===== src/rtl/ham_pkg.sv =====
// Shared Hamming(7,4) definitions for the encoder and decoder.
package ham_pkg;

  localparam int unsigned DataWidth = 4;
  localparam int unsigned CwWidth   = 7;

  // Codeword bit positions (b0 is transmitted first).
  localparam int unsigned PosP1 = 0;
  localparam int unsigned PosP2 = 1;
  localparam int unsigned PosD0 = 2;
  localparam int unsigned PosP4 = 3;
  localparam int unsigned PosD1 = 4;
  localparam int unsigned PosD2 = 5;
  localparam int unsigned PosD3 = 6;

  // Index of the final serialised bit.
  localparam logic [2:0] LastBit = 3'd6;

  typedef enum logic [1:0] {
    StIdle,
    StShift,
    StGap
  } ham_state_e;

endpackage


===== src/rtl/ham_parity_gen.sv =====
// Combinational Hamming(7,4) codeword builder.
module ham_parity_gen
  import ham_pkg::*;
(
  input  logic [DataWidth-1:0] data_i,
  output logic [CwWidth-1:0]   code_o
);

  // Place data bits and even parities over the decoder's check groups.
  always_comb begin
    code_o        = '0;
    code_o[PosD0] = data_i[0];
    code_o[PosD1] = data_i[1];
    code_o[PosD2] = data_i[2];
    code_o[PosD3] = data_i[3];
    code_o[PosP1] = data_i[0] ^ data_i[1] ^ data_i[3];
    code_o[PosP2] = data_i[0] ^ data_i[2] ^ data_i[3];
    code_o[PosP4] = data_i[1] ^ data_i[2] ^ data_i[3];
  end

endmodule


===== src/rtl/ham_encoder_tx.sv =====
// Hamming(7,4) encoder with optional single-bit error injection and a
// LSB-first serialiser; an optional idle gap follows every frame.
module ham_encoder_tx
  import ham_pkg::*;
#(
  parameter int unsigned GAP_CYCLES = 0
) (
  input  logic                 clk,
  input  logic                 rst,
  input  logic [DataWidth-1:0] in_data,
  input  logic                 in_valid,
  output logic                 in_ready,
  input  logic                 inj_en,
  input  logic [2:0]           inj_pos,
  output logic [CwWidth-1:0]   enc_ham_data,
  output logic                 ser_out,
  output logic                 ser_valid,
  output logic                 ser_sof,
  output logic                 ser_eof,
  output logic                 busy,
  output logic [15:0]          frame_cnt
);

  localparam bit         HasGap  = (GAP_CYCLES != 0);
  localparam logic [3:0] GapLast = HasGap ? 4'(GAP_CYCLES - 1) : 4'd0;

  ham_state_e         state_q, state_d;
  logic [2:0]         bit_idx_q, bit_idx_d;
  logic [3:0]         gap_cnt_q, gap_cnt_d;
  logic [CwWidth-1:0] code_q, code_d;
  logic [15:0]        frame_cnt_q, frame_cnt_d;

  logic [CwWidth-1:0] parity_code;
  logic [CwWidth-1:0] inj_mask;
  logic               last_bit;
  logic               accept;

  ham_parity_gen u_parity_gen (
    .data_i (in_data),
    .code_o (parity_code)
  );

  // One-hot flip mask; position 0 means no injection.
  always_comb begin
    inj_mask = '0;
    if (inj_en && (inj_pos != 3'd0)) begin
      inj_mask[inj_pos - 3'd1] = 1'b1;
    end
  end

  // Serial outputs and handshake decoded from the current state.
  always_comb begin
    ser_valid = (state_q == StShift);
    last_bit  = ser_valid && (bit_idx_q == LastBit);
    ser_out   = ser_valid && code_q[bit_idx_q];
    ser_sof   = ser_valid && (bit_idx_q == 3'd0);
    ser_eof   = last_bit;
    // Without a gap the next nibble can be taken on the eof cycle.
    in_ready  = (state_q == StIdle) || (!HasGap && last_bit);
    busy      = (state_q != StIdle);
    accept    = in_valid && in_ready;
  end

  assign enc_ham_data = code_q;
  assign frame_cnt    = frame_cnt_q;

  // Next-state logic for the frame FSM, codeword and frame counter.
  always_comb begin
    state_d     = state_q;
    bit_idx_d   = bit_idx_q;
    gap_cnt_d   = gap_cnt_q;
    code_d      = code_q;
    frame_cnt_d = frame_cnt_q;

    if (accept) begin
      code_d = parity_code ^ inj_mask;
    end
    if (last_bit) begin
      frame_cnt_d = frame_cnt_q + 16'd1;
    end

    unique case (state_q)
      StIdle: begin
        if (accept) begin
          state_d   = StShift;
          bit_idx_d = 3'd0;
        end
      end
      StShift: begin
        if (last_bit) begin
          bit_idx_d = 3'd0;
          if (accept) begin
            state_d = StShift;
          end else if (HasGap) begin
            state_d   = StGap;
            gap_cnt_d = 4'd0;
          end else begin
            state_d = StIdle;
          end
        end else begin
          bit_idx_d = bit_idx_q + 3'd1;
        end
      end
      StGap: begin
        if (gap_cnt_q == GapLast) begin
          state_d = StIdle;
        end else begin
          gap_cnt_d = gap_cnt_q + 4'd1;
        end
      end
      default: state_d = StIdle;
    endcase
  end

  // State registers with synchronous reset; reset aborts any frame in flight.
  always_ff @(posedge clk) begin
    if (rst) begin
      state_q     <= StIdle;
      bit_idx_q   <= 3'd0;
      gap_cnt_q   <= 4'd0;
      code_q      <= '0;
      frame_cnt_q <= 16'd0;
    end else begin
      state_q     <= state_d;
      bit_idx_q   <= bit_idx_d;
      gap_cnt_q   <= gap_cnt_d;
      code_q      <= code_d;
      frame_cnt_q <= frame_cnt_d;
    end
  end

endmodule

===== config.mk =====
export PLATFORM = sky130hd
export DESIGN_NAME = ham_encoder_tx
export DESIGN_NICKNAME = d
export VERILOG_FILES = /design/src/rtl/ham_pkg.sv /design/src/rtl/ham_parity_gen.sv /design/src/rtl/ham_encoder_tx.sv
export SDC_FILE = /design/constraint.sdc
export NUM_CORES = 1
export LEC_CHECK = 0
export ABC_AREA = 1
export CAP_MARGIN = 20
export CORE_ASPECT_RATIO = 0.9
export CORE_UTILIZATION = 35
export CTS_CLUSTER_DIAMETER = 50
export CTS_CLUSTER_SIZE = 20
export DETAILED_ROUTE_END_ITERATION = 6
export GPL_TIMING_DRIVEN = 0
export PLACE_DENSITY = 0.69
export SETUP_SLACK_MARGIN = 0.5
export SYNTH_ARGS = -nofsm -noshare
export SYNTH_HDL_FRONTEND = slang
export SYNTH_SLANG_ARGS = --single-unit

===== constraint.sdc =====
create_clock -name clk -period 4.1 [get_ports clk]
set_clock_uncertainty 0.2 [all_clocks]
set_input_delay 0.41 -clock clk [delete_from_list [all_inputs] [get_ports clk]]
set_output_delay 0.41 -clock clk [all_outputs]
set_load 0.005 [all_outputs]

==> metrics.md <==
| Metric | Value |
|---|---|
| Mapped Area | `1808 sq um` |
| Sequential-to-total area share from yosys stat | `0.2990` |
| Synthesized instance count | `285` |
| Setup TNS | `0 ns` |
| Syn_area_per_cell | `6.344 sq um` |
| Min Tclk post-route | `2.479 ns` |
| # diodes | `0` |
| Final setup viols | `0` |
| Final core utilization | `0.4757` |
| Via density | `4.618` |
| Required @ worst endpoint | `3.49 ns` |
| DR iter-0 viols | `102` |
| Layout net count | `346` |
| Core box area | `4895 sq um` |
| RePlAce Congestion | `0.9350` |
| P&R area growth vs syn | `28.79%` |
| Max Cap Viol | `0` |
| Worst skew pair latency | `0.28 ns` |
| Tot GR Track Use | `0.1664` |
| Design Area, Final | `2328 sq um` |
| I/O pins | `40` |
| Pwr per Cell Area | `238.3 nW/um^2` |
| Maximum number of pins on one net before global-route repair | `17` |
| Status | `completed` |
| CTS tree | `built` |
| P_leak | `1.068 nW` |
| Worst-path fanout max | `8` |
| First-pass GRT wire length | `7.327 mm` |
| Hold Crit Depth | `1` |
| Clk buf depth | `2` |
| Die extent in y | `70.19 microns` |
| Cell with the most instances after synthesis | `nand2_1` |
| Port buffer count | `39` |
| Post-synthesis register bit count | `27` |
| Row count | `24` |
| CP Cell Sequence | `inv_1 -> ha_1 -> nand2_4 -> nor2_8 -> clkdlybuf4s50_1` |
| Reg2reg path depth | `10` |
| CTS buffer count | `3` |
| Relative slew slack | `0.7747` |
| Period utilization | `0.6046` |
| Synth top area share | `0.2990` |
| Max Fclk | `403.4 MHz` |
| Worst Setup End Kind | `primary output` |
| Synth top cells by count | `84 x nand2_1, 42 x inv_1, 41 x nor2_1, 27 x dfxtp_1, 25 x nand3_1` |
| Synth Flop Type | `dfxtp_1` |
| Post-synth top area cell | `dfxtp_1` |
| Drt total wl | `4.156 mm` |
| Hold Buf Count CTS | `0` |
| Avg WL per Cell | `10.58 microns` |
| Synth unique cells | `25` |
| Final Max Tran Viols | `0` |
| Placement Cell Area | `2280 sq um` |
| Worst Max-Slew Pin Slew | `0.3368 ns` |
| Total number of vias | `1815` |
| Arrival time at the worst endpoint | `1.87 ns` |
| Drt pass-1 iters | `4` |
| Total grt overflow | `0` |
| Worst Setup Path Type | `flop to primary output` |
| EDFF count, synth | `0` |
| Syn. warnings | `0` |
| Slowest Stage Delay on Critical Path | `0.51 ns` |
| RSZ-0062 raised after global routing | `false` |
| Startpoint types | `flop` |
| Initial antenna violation count | `0` |
| Post-synthesis async set-or-reset flop share | `0` |
| Post-DRT Antenna Nets | `0` |
| Die W | `77.76 microns` |
| Initial Utilization | `0.3694` |
| Residual DRC | `0` |
| Crit path buffers/inverters | `2` |
| Sink Count | `27` |
| CTS HTree Levels | `1` |
| Final hold vios | `0` |
| Post-CTS Setup Repair Bufs | `0` |
| Crit path depth | `5` |
| DP HPWL | `3.337 mm` |
| Critical path's slowest cell | `clkdlybuf4s50_1` |
| Ranking of synthesized cells by area | `dfxtp_1 30%, nand2_1 17%, inv_1 8.7%, nor2_1 8.5%, nand3_1 6.9%` |
| Die area | `5458 sq um` |
| Clock transition at path regs | `0.10 ns` |
| Root buf cell | `clkbuf_8` |
| VDD IR max | `116.7 uV` |
| Hold Crit Class | `flop to flop` |
| Post-Syn Nets | `302` |
| Number of global-route vias before repair | `1622` |
| Share of post-route cells with drive strength above 1 | `0.07622` |
| Cts repair resizes | `0` |
| Crit path max-delay family | `buffers and inverters` |
## stage by stage
step	instances	setup WS (ns)	hold WS [ns]	power, mW
finish	393	1.621	0.3026	0.5548
CTS	393	1.613	0.3041	0.5582
detailed placement	389	1.894	0.2801	0.4026
floorplan	285	2.416	0.2697	0.3530
global route	393	1.500	0.3467	0.5854
global placement	389	1.911	0.2724	0.4011
## power by group
part | leakage [nW] | total [mW] | internal, mW | switching (mW)
clock network | 0.0217 | 0.158 | 0.0691 | 0.0892
logic | 0.827 | 0.119 | 0.0551 | 0.0640
registers | 0.220 | 0.277 | 0.270 | 0.00692
total | 1.07 | 0.555 | 0.395 | 0.160
## logic make-up (layout without fill, tap and decap cells)
kind of cell	count (synthesis)	count (layout)	share of synthesized area
fa+ha+maj	6	6	0.04152
xor+xnor	1	1	0.004845
compound gates	32	32	0.09343
buf+inv	50	93	0.1273
simple gates	169	169	0.4339
flops	27	27	0.2990
## routing by layer
| layer | vias to the layer above | share of wire | wire length, microns | track usage |
|---|---|---|---|---|
| li1 | 971 | - | - | - |
| met1 | 816 | 0.52 | 2153 | 0.2384 |
| met2 | 24 | 0.45 | 1850 | 0.2596 |
| met3 | 4 | 0.025 | 105 | 0.02353 |
| met4 | 0 | 0.011 | 46 | 0.04403 |
| met5 | - | 0 | 0 | 0 |
## flip-flops by register name (all words and copies together), names as in the netlist
| register | flops |
|---|---|
| bit_idx_q | 3 |
| frame_cnt | 16 |
| enc_ham_data | 7 |
| state_q | 1 |
## worst paths after layout
path                                  start                           end  slack [ns]
hold / removal    frame_cnt[7]$_SDFFE_PP0P_     frame_cnt[7]$_SDFFE_PP0P_        0.30
hold reg to reg   frame_cnt[7]$_SDFFE_PP0P_     frame_cnt[7]$_SDFFE_PP0P_        0.30
setup reg to reg  bit_idx_q[0]$_SDFFE_PP0P_  enc_ham_data[6]$_SDFFE_PP0P_        2.25
setup / recovery  bit_idx_q[0]$_SDFFE_PP0P_                       ser_eof        1.62
## area by class of cell
cell class | instances | area [sq um]
inverter | 44 | 167.7
multi-input combinational | 208 | 1037
clock buffer | 3 | 41.29
timing repair buffer | 39 | 390.4
clock inverter | 1 | 7.507
buffer | 6 | 62.56
fill | 497 | 2566
tap | 65 | 81.33
sequential | 27 | 540.5
## cell usage in the layout, fill, tap and decap left out
master,synthesis,final
o21bai_2,1,1
inv_4,1,1
ha_1,6,6
nand2_4,4,4
buf_4,2,2
clkinvlp_4,0,1
inv_1,42,42
nand3b_1,1,1
nand4_1,4,4
xor2_1,1,1
nand2_2,1,1
nor3_1,2,2
and3_2,1,1
dfxtp_1,27,27
nor2_1,41,41
nand2_1,84,84
o21ai_0,14,14
a21oi_1,16,16
nand3_4,2,2
nor2_8,1,1
clkbuf_8,1,4
nand3_1,25,25
o21a_1,1,1
buf_6,3,3
clkdlybuf4s50_1,0,39
nor2_4,3,3
inv_2,1,1
(Power assumes the default switching activity.)
